<file path="config.mk">
export PLATFORM = sky130hd
export DESIGN_NAME = instr_encoder
export DESIGN_NICKNAME = d
export VERILOG_FILES = /design/src/rtl/instr_encoder.sv
export SDC_FILE = /design/constraint.sdc
export NUM_CORES = 1
export LEC_CHECK = 0
export BUFFER_PORTS_ARGS = -buffer_cell sky130_fd_sc_hd__buf_2
export CORE_ASPECT_RATIO = 2
export CORE_MARGIN = 3
export CORE_UTILIZATION = 35
export CTS_BUF_LIST = sky130_fd_sc_hd__clkbuf_16
export CTS_CLUSTER_SIZE = 8
export DETAILED_ROUTE_END_ITERATION = 8
export PLACE_DENSITY_LB_ADDON = 0.3
export SLEW_MARGIN = 20
export SYNTH_ARGS = -nofsm -noshare
export SYNTH_HDL_FRONTEND = slang
export SYNTH_SLANG_ARGS = --single-unit
export TNS_END_PERCENT = 30
</file>
<file path="constraint.sdc">
create_clock -name clk -period 5.8 [get_ports clk]
set_clock_uncertainty 0.05 [all_clocks]
set_input_delay 1.16 -clock clk [delete_from_list [all_inputs] [get_ports clk]]
set_output_delay 1.16 -clock clk [all_outputs]
set_load 0.01 [all_outputs]
</file>
<file path="src/rtl/instr_encoder.sv">
// instr_encoder: encodes I-ALU / load / store / branch requests into RV32
// instruction words and writes them sequentially into instruction memory.
//
// Ports:
//   clk, reset          rising-edge clock, synchronous active-high reset
//   start, base_addr    (IDLE only) load write pointer, clear count
//   in_valid, in_ready  request handshake
//   fmt, rd, rs1, rs2, funct3, imm   request fields
//   mem_we, mem_addr, mem_wdata, mem_ready   memory write port
//   err                 one-cycle pulse for an unencodable request
//   count               instructions written since start/reset (saturating)
//   busy                state != IDLE
//
// Flow: IDLE (accept) -> ENCODE (build word, range check) -> WRITE (hold
// until mem_ready) -> IDLE. Illegal requests go ENCODE -> IDLE with err.
module instr_encoder #(
    parameter int ADDR_W = 64,
    parameter int CNT_W  = 16
) (
    input  logic              clk,
    input  logic              reset,
    input  logic              start,
    input  logic [ADDR_W-1:0] base_addr,
    input  logic              in_valid,
    output logic              in_ready,
    input  logic [1:0]        fmt,
    input  logic [4:0]        rd,
    input  logic [4:0]        rs1,
    input  logic [4:0]        rs2,
    input  logic [2:0]        funct3,
    input  logic [63:0]       imm,
    output logic              mem_we,
    output logic [ADDR_W-1:0] mem_addr,
    output logic [31:0]       mem_wdata,
    input  logic              mem_ready,
    output logic              err,
    output logic [CNT_W-1:0]  count,
    output logic              busy
);

    typedef enum logic [1:0] {IDLE, ENCODE, WRITE} state_t;

    localparam logic [1:0] FMT_IALU   = 2'b00;
    localparam logic [1:0] FMT_LOAD   = 2'b01;
    localparam logic [1:0] FMT_STORE  = 2'b10;
    localparam logic [1:0] FMT_BRANCH = 2'b11;

    state_t state, state_next;

    // Captured request
    logic [1:0]  req_fmt;
    logic [4:0]  req_rd, req_rs1, req_rs2;
    logic [2:0]  req_funct3;
    logic [63:0] req_imm;

    logic [31:0] enc_word;
    logic        enc_legal;

    assign in_ready = (state == IDLE) && !start && !reset;
    assign mem_we   = (state == WRITE);
    assign busy     = (state != IDLE);

    // Word assembly and immediate range check from the captured request
    always_comb begin
        logic signed [63:0] simm;
        simm      = $signed(req_imm);
        enc_word  = '0;
        enc_legal = 1'b0;
        case (req_fmt)
            FMT_IALU: begin
                enc_word  = {req_imm[11:0], req_rs1, req_funct3, req_rd, 7'b0010011};
                enc_legal = (simm >= -64'sd2048) && (simm <= 64'sd2047);
            end
            FMT_LOAD: begin
                enc_word  = {req_imm[11:0], req_rs1, req_funct3, req_rd, 7'b0000011};
                enc_legal = (simm >= -64'sd2048) && (simm <= 64'sd2047);
            end
            FMT_STORE: begin
                enc_word  = {req_imm[11:5], req_rs2, req_rs1, req_funct3,
                             req_imm[4:0], 7'b0100011};
                enc_legal = (simm >= -64'sd2048) && (simm <= 64'sd2047);
            end
            FMT_BRANCH: begin
                enc_word  = {req_imm[12], req_imm[10:5], req_rs2, req_rs1, req_funct3,
                             req_imm[4:1], req_imm[11], 7'b1100011};
                // branch offsets are halfword aligned
                enc_legal = (simm >= -64'sd4096) && (simm <= 64'sd4094) && !req_imm[0];
            end
            default: ;
        endcase
    end

    always_ff @(posedge clk) begin
        if (reset) state <= IDLE;
        else       state <= state_next;
    end

    always_comb begin
        state_next = state;
        case (state)
            IDLE:    if (!start && in_valid) state_next = ENCODE;
            ENCODE:  state_next = enc_legal ? WRITE : IDLE;
            WRITE:   if (mem_ready) state_next = IDLE;
            default: state_next = IDLE;
        endcase
    end

    always_ff @(posedge clk) begin
        if (reset) begin
            mem_addr   <= '0;
            mem_wdata  <= '0;
            count      <= '0;
            err        <= 1'b0;
            req_fmt    <= '0;
            req_rd     <= '0;
            req_rs1    <= '0;
            req_rs2    <= '0;
            req_funct3 <= '0;
            req_imm    <= '0;
        end else begin
            err <= 1'b0;
            case (state)
                IDLE: begin
                    if (start) begin
                        mem_addr <= base_addr;
                        count    <= '0;
                    end else if (in_valid) begin
                        req_fmt    <= fmt;
                        req_rd     <= rd;
                        req_rs1    <= rs1;
                        req_rs2    <= rs2;
                        req_funct3 <= funct3;
                        req_imm    <= imm;
                    end
                end
                ENCODE: begin
                    // an illegal word is never exposed; mem_wdata keeps the last written word
                    if (enc_legal) mem_wdata <= enc_word;
                    else           err       <= 1'b1;
                end
                WRITE: begin
                    if (mem_ready) begin
                        mem_addr <= mem_addr + ADDR_W'(4);
                        if (count != '1) count <= count + 1'b1;
                    end
                end
                default: ;
            endcase
        end
    end

endmodule

</file>
# Yosys cells after proc, flatten, opt, wreduce, memory -nomap -nowiden
# Cells that the tools add are included.
# Widths: inputs -> output; s select.
dict set report word_totals {
  out_inout_bits 116
  input_bits 153
  ff_bits 199
  wordCells 63
}
dict set report op_classes {
  muxes 14
  bitwise 2
  n_eq_ne 10
  order_cmp 4
  n_addsub 2
  n_reduce_logical 20
}
# op n
set ops {}
lappend ops {{$mux 64} 2}
lappend ops {{$pmux 32 s4} 1}
lappend ops {{$pmux 64 s2} 1}
lappend ops {{$add 64x3->64 const B} 1}
lappend ops {{$ge 64x12->1 const B} 1}
lappend ops {{$ge 64x13->1 const B} 1}
lappend ops {{$le 64x12->1 const B} 1}
lappend ops {{$le 64x13->1 const B} 1}
lappend ops {{$mux 16} 3}
lappend ops {{$pmux 16 s2} 1}
lappend ops {{$add 16x1->16 const B} 1}
lappend ops {{$ne 16x16->1 const B} 1}
lappend ops {{$eq 2x2->1 const B} 3}
lappend ops {{$logic_and 1x1->1} 6}
lappend ops {{$mux 2} 3}
lappend ops {{$ne 2x1->1 const B} 3}
lappend ops {{$pmux 2 s3} 1}
lappend ops {{$reduce_and 3->1} 2}
lappend ops {{$eq 2x1->1 const B} 2}
lappend ops {{$logic_not 2->1} 2}
lappend ops {{$reduce_and 2->1} 2}
lappend ops {{$reduce_and 4->1} 1}
lappend ops {{$reduce_bool 2->1} 2}
lappend ops {{$logic_not 1->1} 3}
lappend ops {{other kinds (6)} 7}

# Longest topological paths before layout
dict set report depth {
  word_depth 6
  ltp_mapped 10
  mapped_depth_nobuf 7
}

# Worst setup path before layout
# No wires, ideal clock.
dict set report synth_path {
  path_kind {input to output}
  start {input reset}
  end {output in_ready}
  t_required_ns 4.590
  t_arrival_ns 1.677
  path_buffers 1
  cell_stages 2
  slack_ns 2.913
  path_cell_list {clkbuf_1 > nor3_1}
}
dict set report synth_between {
  elab_chain_len 2
}
# element line_no
set synth_lines {}
lappend synth_lines {{from (decl)} 21} ;# input logic reset,
lappend synth_lines {{$logic_not 1->1} 59} ;# assign in_ready = (state == IDLE) && !start && !reset;
lappend synth_lines {{$logic_and 1x1->1} 59}
lappend synth_lines {{to (decl)} 25} ;# output logic in_ready,
# Every way passes these cells.

# Final worst setup path
dict set report layout_path {
  start {register state[0]}
  end {output mem_we}
}
dict set report layout_between {
  elab_chain_len 1
}
# element line_no
set layout_lines {}
lappend layout_lines {{from (decl)} 48} ;# state_t state, state_next;
lappend layout_lines {{from (signal assigned)} 95} ;# else state <= state_next;
lappend layout_lines {{$eq 2x2->1} 60} ;# assign mem_we = (state == WRITE);
lappend layout_lines {{to (decl)} 32} ;# output logic mem_we,
# Every way passes these cells.

==> results.json <==
{
  "ir_drop_mv": 0.211,
  "layout.cells.non_filler": 1782,
  "synth_top_family_by_area": "simple AND/OR/NAND/NOR gates",
  "initial_standard_cell_utilization_of_the_core": 0.356,
  "post-route-worst-setup-slack_ns": 2.37,
  "cts-hold-fix-buffers": 0,
  "post_synth_xor_area_fraction": 0.00746,
  "die_area_um2": 29000,
  "drt_first_pass_iters": 5,
  "cts_setup_buffers": 0,
  "post_synth_fa_ha_maj_area_fraction": 0.00266,
  "cp_data_arrival_time_ns": 2.22,
  "chipHeight_um": 238,
  "die_width_um": 122,
  "synthesized_cell_area_um2": 9390,
  "dominant_cells_by_area_after_synthesis": "dfxtp_1 42%, nand2_1 10%, a21oi_1 7.9%, nor2_1 4.0%, mux2i_1 3.8%",
  "io_buffers": 266,
  "number_of_flops_mapped_to_enable_cells_by_yosys": 0,
  "maxSlewViolCount": 0,
  "hold_viol_final": 0,
  "worst_ep_required_time_ns": 4.59,
  "grt_antenna_before_repair": 4,
  "layout.nets": 1579,
  "clock_tree.htree_level_count": 4,
  "core_region_area_um2": 26400,
  "timing.max_slew.rel_slack": 0.358,
  "maxCapViolCount": 0,
  "count_of_instances_resized_after_the_clock_tree_is_built": 0,
  "gr-usage-all-layers": 0.221,
  "clock_latency_reported_for_the_late_side_of_the_worst_skew_pair_ns": 0.45,
  "cts_buffers": 17,
  "globalRoute.totalOverflow": 0,
  "cts_tree": "done",
  "clk_pin_slew_ns": 0.07,
  "synth.ff_latch_count": 196,
  "primary_flip_flop_cell_chosen_by_synthesis_mapping": "dfxtp_1",
  "path_type_of_the_worst_min_delay_path": "flip-flop to flip-flop",
  "io_pins": 269,
  "core.rowCount": 84,
  "first_global_vias": 9291,
  "via_count": 9853,
  "clk_path_buf_depth": 2,
  "synth_seq_area_share": 0.418,
  "rsz0062_at_grt": "false",
  "dp.cells": 1749,
  "drtIter0Drc": 722,
  "synth_top_area_cell": "dfxtp_1",
  "cts_root_buffer": "clkbuf_16",
  "netlist-cell-type-count": 74,
  "result_of_the_run": "complete, no violations",
  "hpwlAfterDp_mm": 23.8,
  "synth.mux.area_fraction": 0.0384,
  "route.detailed.vias_per_inst": 5.53,
  "synth_area_in_simple_gates": 0.291,
  "fmax_ghz": 0.291,
  "critPathMaxFanout": 40,
  "timing.critical_path.to_type": "output pin",
  "p_leak_nw": 4.53,
  "synthToLayoutAreaGrowth_pct": 22.0,
  "final.setup.tns_ns": 0,
  "ant_nets": 0,
  "timing.final.crit_period_ns": 3.43,
  "route.final.wire_length_mm": 32.8,
  "wl_per_cell_um": 18.4,
  "postSynth.asyncResetShare": 0,
  "synth_cells": 1213,
  "grt_first_pass_wirelength_mm": 50.1,
  "share_of_the_synthesized_area_in_the_top_cell_type": 0.418,
  "fin_crit_sh": 0.592,
  "drcViolationCount": 0,
  "yosys_warnings": 0,
  "crit_path_start_kind": "flip-flop",
  "timing_worst_slew_pin_value_ns": 0.962,
  "p_per_area_nw_per_um2": 262,
  "synth-compound-area-share": 0.197,
  "pre_cts_ws_ns": 2.22,
  "finalSetupViolations": 0,
  "clkSinkCount": 196,
  "grt_max_degree": 85,
  "synth_area_per_cell_um2": 7.74,
  "place_congestion": 0.878,
  "drive_gt1_frac": 0.236,
  "critical_path_class": "flip-flop to output pin"
}
## area by class of cell
cell class / instances / area [um^2]
Multi-Input combinational cell: 920 / 5060
Clock inverter: 15 / 150
Clock buffer: 17 / 425
Timing Repair Buffer: 276 / 1410
Sequential cell: 196 / 3920
Fill cell: 2759 / 14900
Tap cell: 344 / 430
Inverter: 13 / 48.8
Antenna cell: 1 / 2.50
## path summary, 6_finish.rpt
check,start,endpoint,slack [ns],depth (start not counted)
max,state[0]$_SDFFE_PP0P_,mem_we,2.37,4
min,mem_addr[1]$_SDFFE_PP0P_,mem_addr[1]$_SDFFE_PP0P_,0.40,2
max reg2reg,req_fmt[1]$_SDFFE_PP0P_,mem_wdata[28]$_SDFFE_PP0P_,2.73,7
min reg2reg,mem_addr[1]$_SDFFE_PP0P_,mem_addr[1]$_SDFFE_PP0P_,0.40,2
## synth_stat cells (all sizes together), types with 8 or more instances
cell / instances
a22oi: 13
o21ai: 39
or3: 10
o22ai: 11
inv: 13
nand4: 38
clkbuf: 63
nor4: 31
and4: 8
a31oi: 16
dfxtp: 196
and3: 21
nand2: 253
a211oi: 21
buf: 22
nor2: 103
nor3: 28
mux2i: 36
nand3: 53
a21oi: 149
## registers in the layout, summed over array words and instances, names as in the netlist, 2 cells and up
register / cells
mem_addr: 64
req_imm: 64
mem_wdata: 29
count: 16
req_rd: 5
req_rs1: 5
req_rs2: 5
req_funct3: 3
req_fmt: 2
state: 2
## logic make-up (layout without fill, tap and decap cells)
| kind of cell | count (synthesis) | count (layout) |
|---|---|---|
| and+or+nand+nor | 575 | 575 |
| AOI/OAI and AO/OA | 297 | 297 |
| DFF | 196 | 196 |
| buffers and inverters | 98 | 321 |
| muxes | 36 | 36 |
| xor gates and xnor gates | 8 | 8 |
| adders and majority gates | 2 | 2 |
| other | 1 | 3 |
## stage by stage
step / total power [W] / hold slack [ns] / cell area [um^2] / util
global placement: 0.00182 / 0.392 / 10900 / 0.412
detailed placement: 0.00183 / 0.395 / 10900 / 0.412
finish: 0.00300 / 0.404 / 11500 / 0.434
floorplan: 0.00167 / 0.386 / 9400 / -
CTS: 0.00302 / 0.405 / 11500 / 0.434
global route: 0.00313 / 0.418 / 11500 / 0.434
## worst max-delay path, stage by stage (launching register included)
cell and delay (ns):
dfxtp_1 0.42, nand2b_2 0.24, inv_2 0.56, buf_4 0.36, buf_2 0.17
## routing by layer
| layer | GRT usage | routed length (um) | up-vias |
|---|---|---|---|
| li1 | - | - | 4769 |
| met1 | 0.237 | 12300 | 4674 |
| met2 | 0.394 | 17200 | 325 |
| met3 | 0.0545 | 1900 | 79 |
| met4 | 0.113 | 1430 | 6 |
| met5 | 0 | 48 | - |
## power breakdown
group | switching, W | internal [W]
registers | 0.0000742 | 0.00140
logic | 0.000186 | 0.000132
clock network | 0.000535 | 0.000666
total | 0.000795 | 0.00220
## placed cells by master (no fill, tap or decap), drive strengths merged, types with 28 or more instances in the layout
cell / count
nand2: 253
nand4: 38
o21ai: 39
nor2: 103
mux2i: 36
dfxtp: 196
a21oi: 149
nor4: 31
nor3: 28
nand3: 53
buf: 276
(Power assumes the default switching activity.)
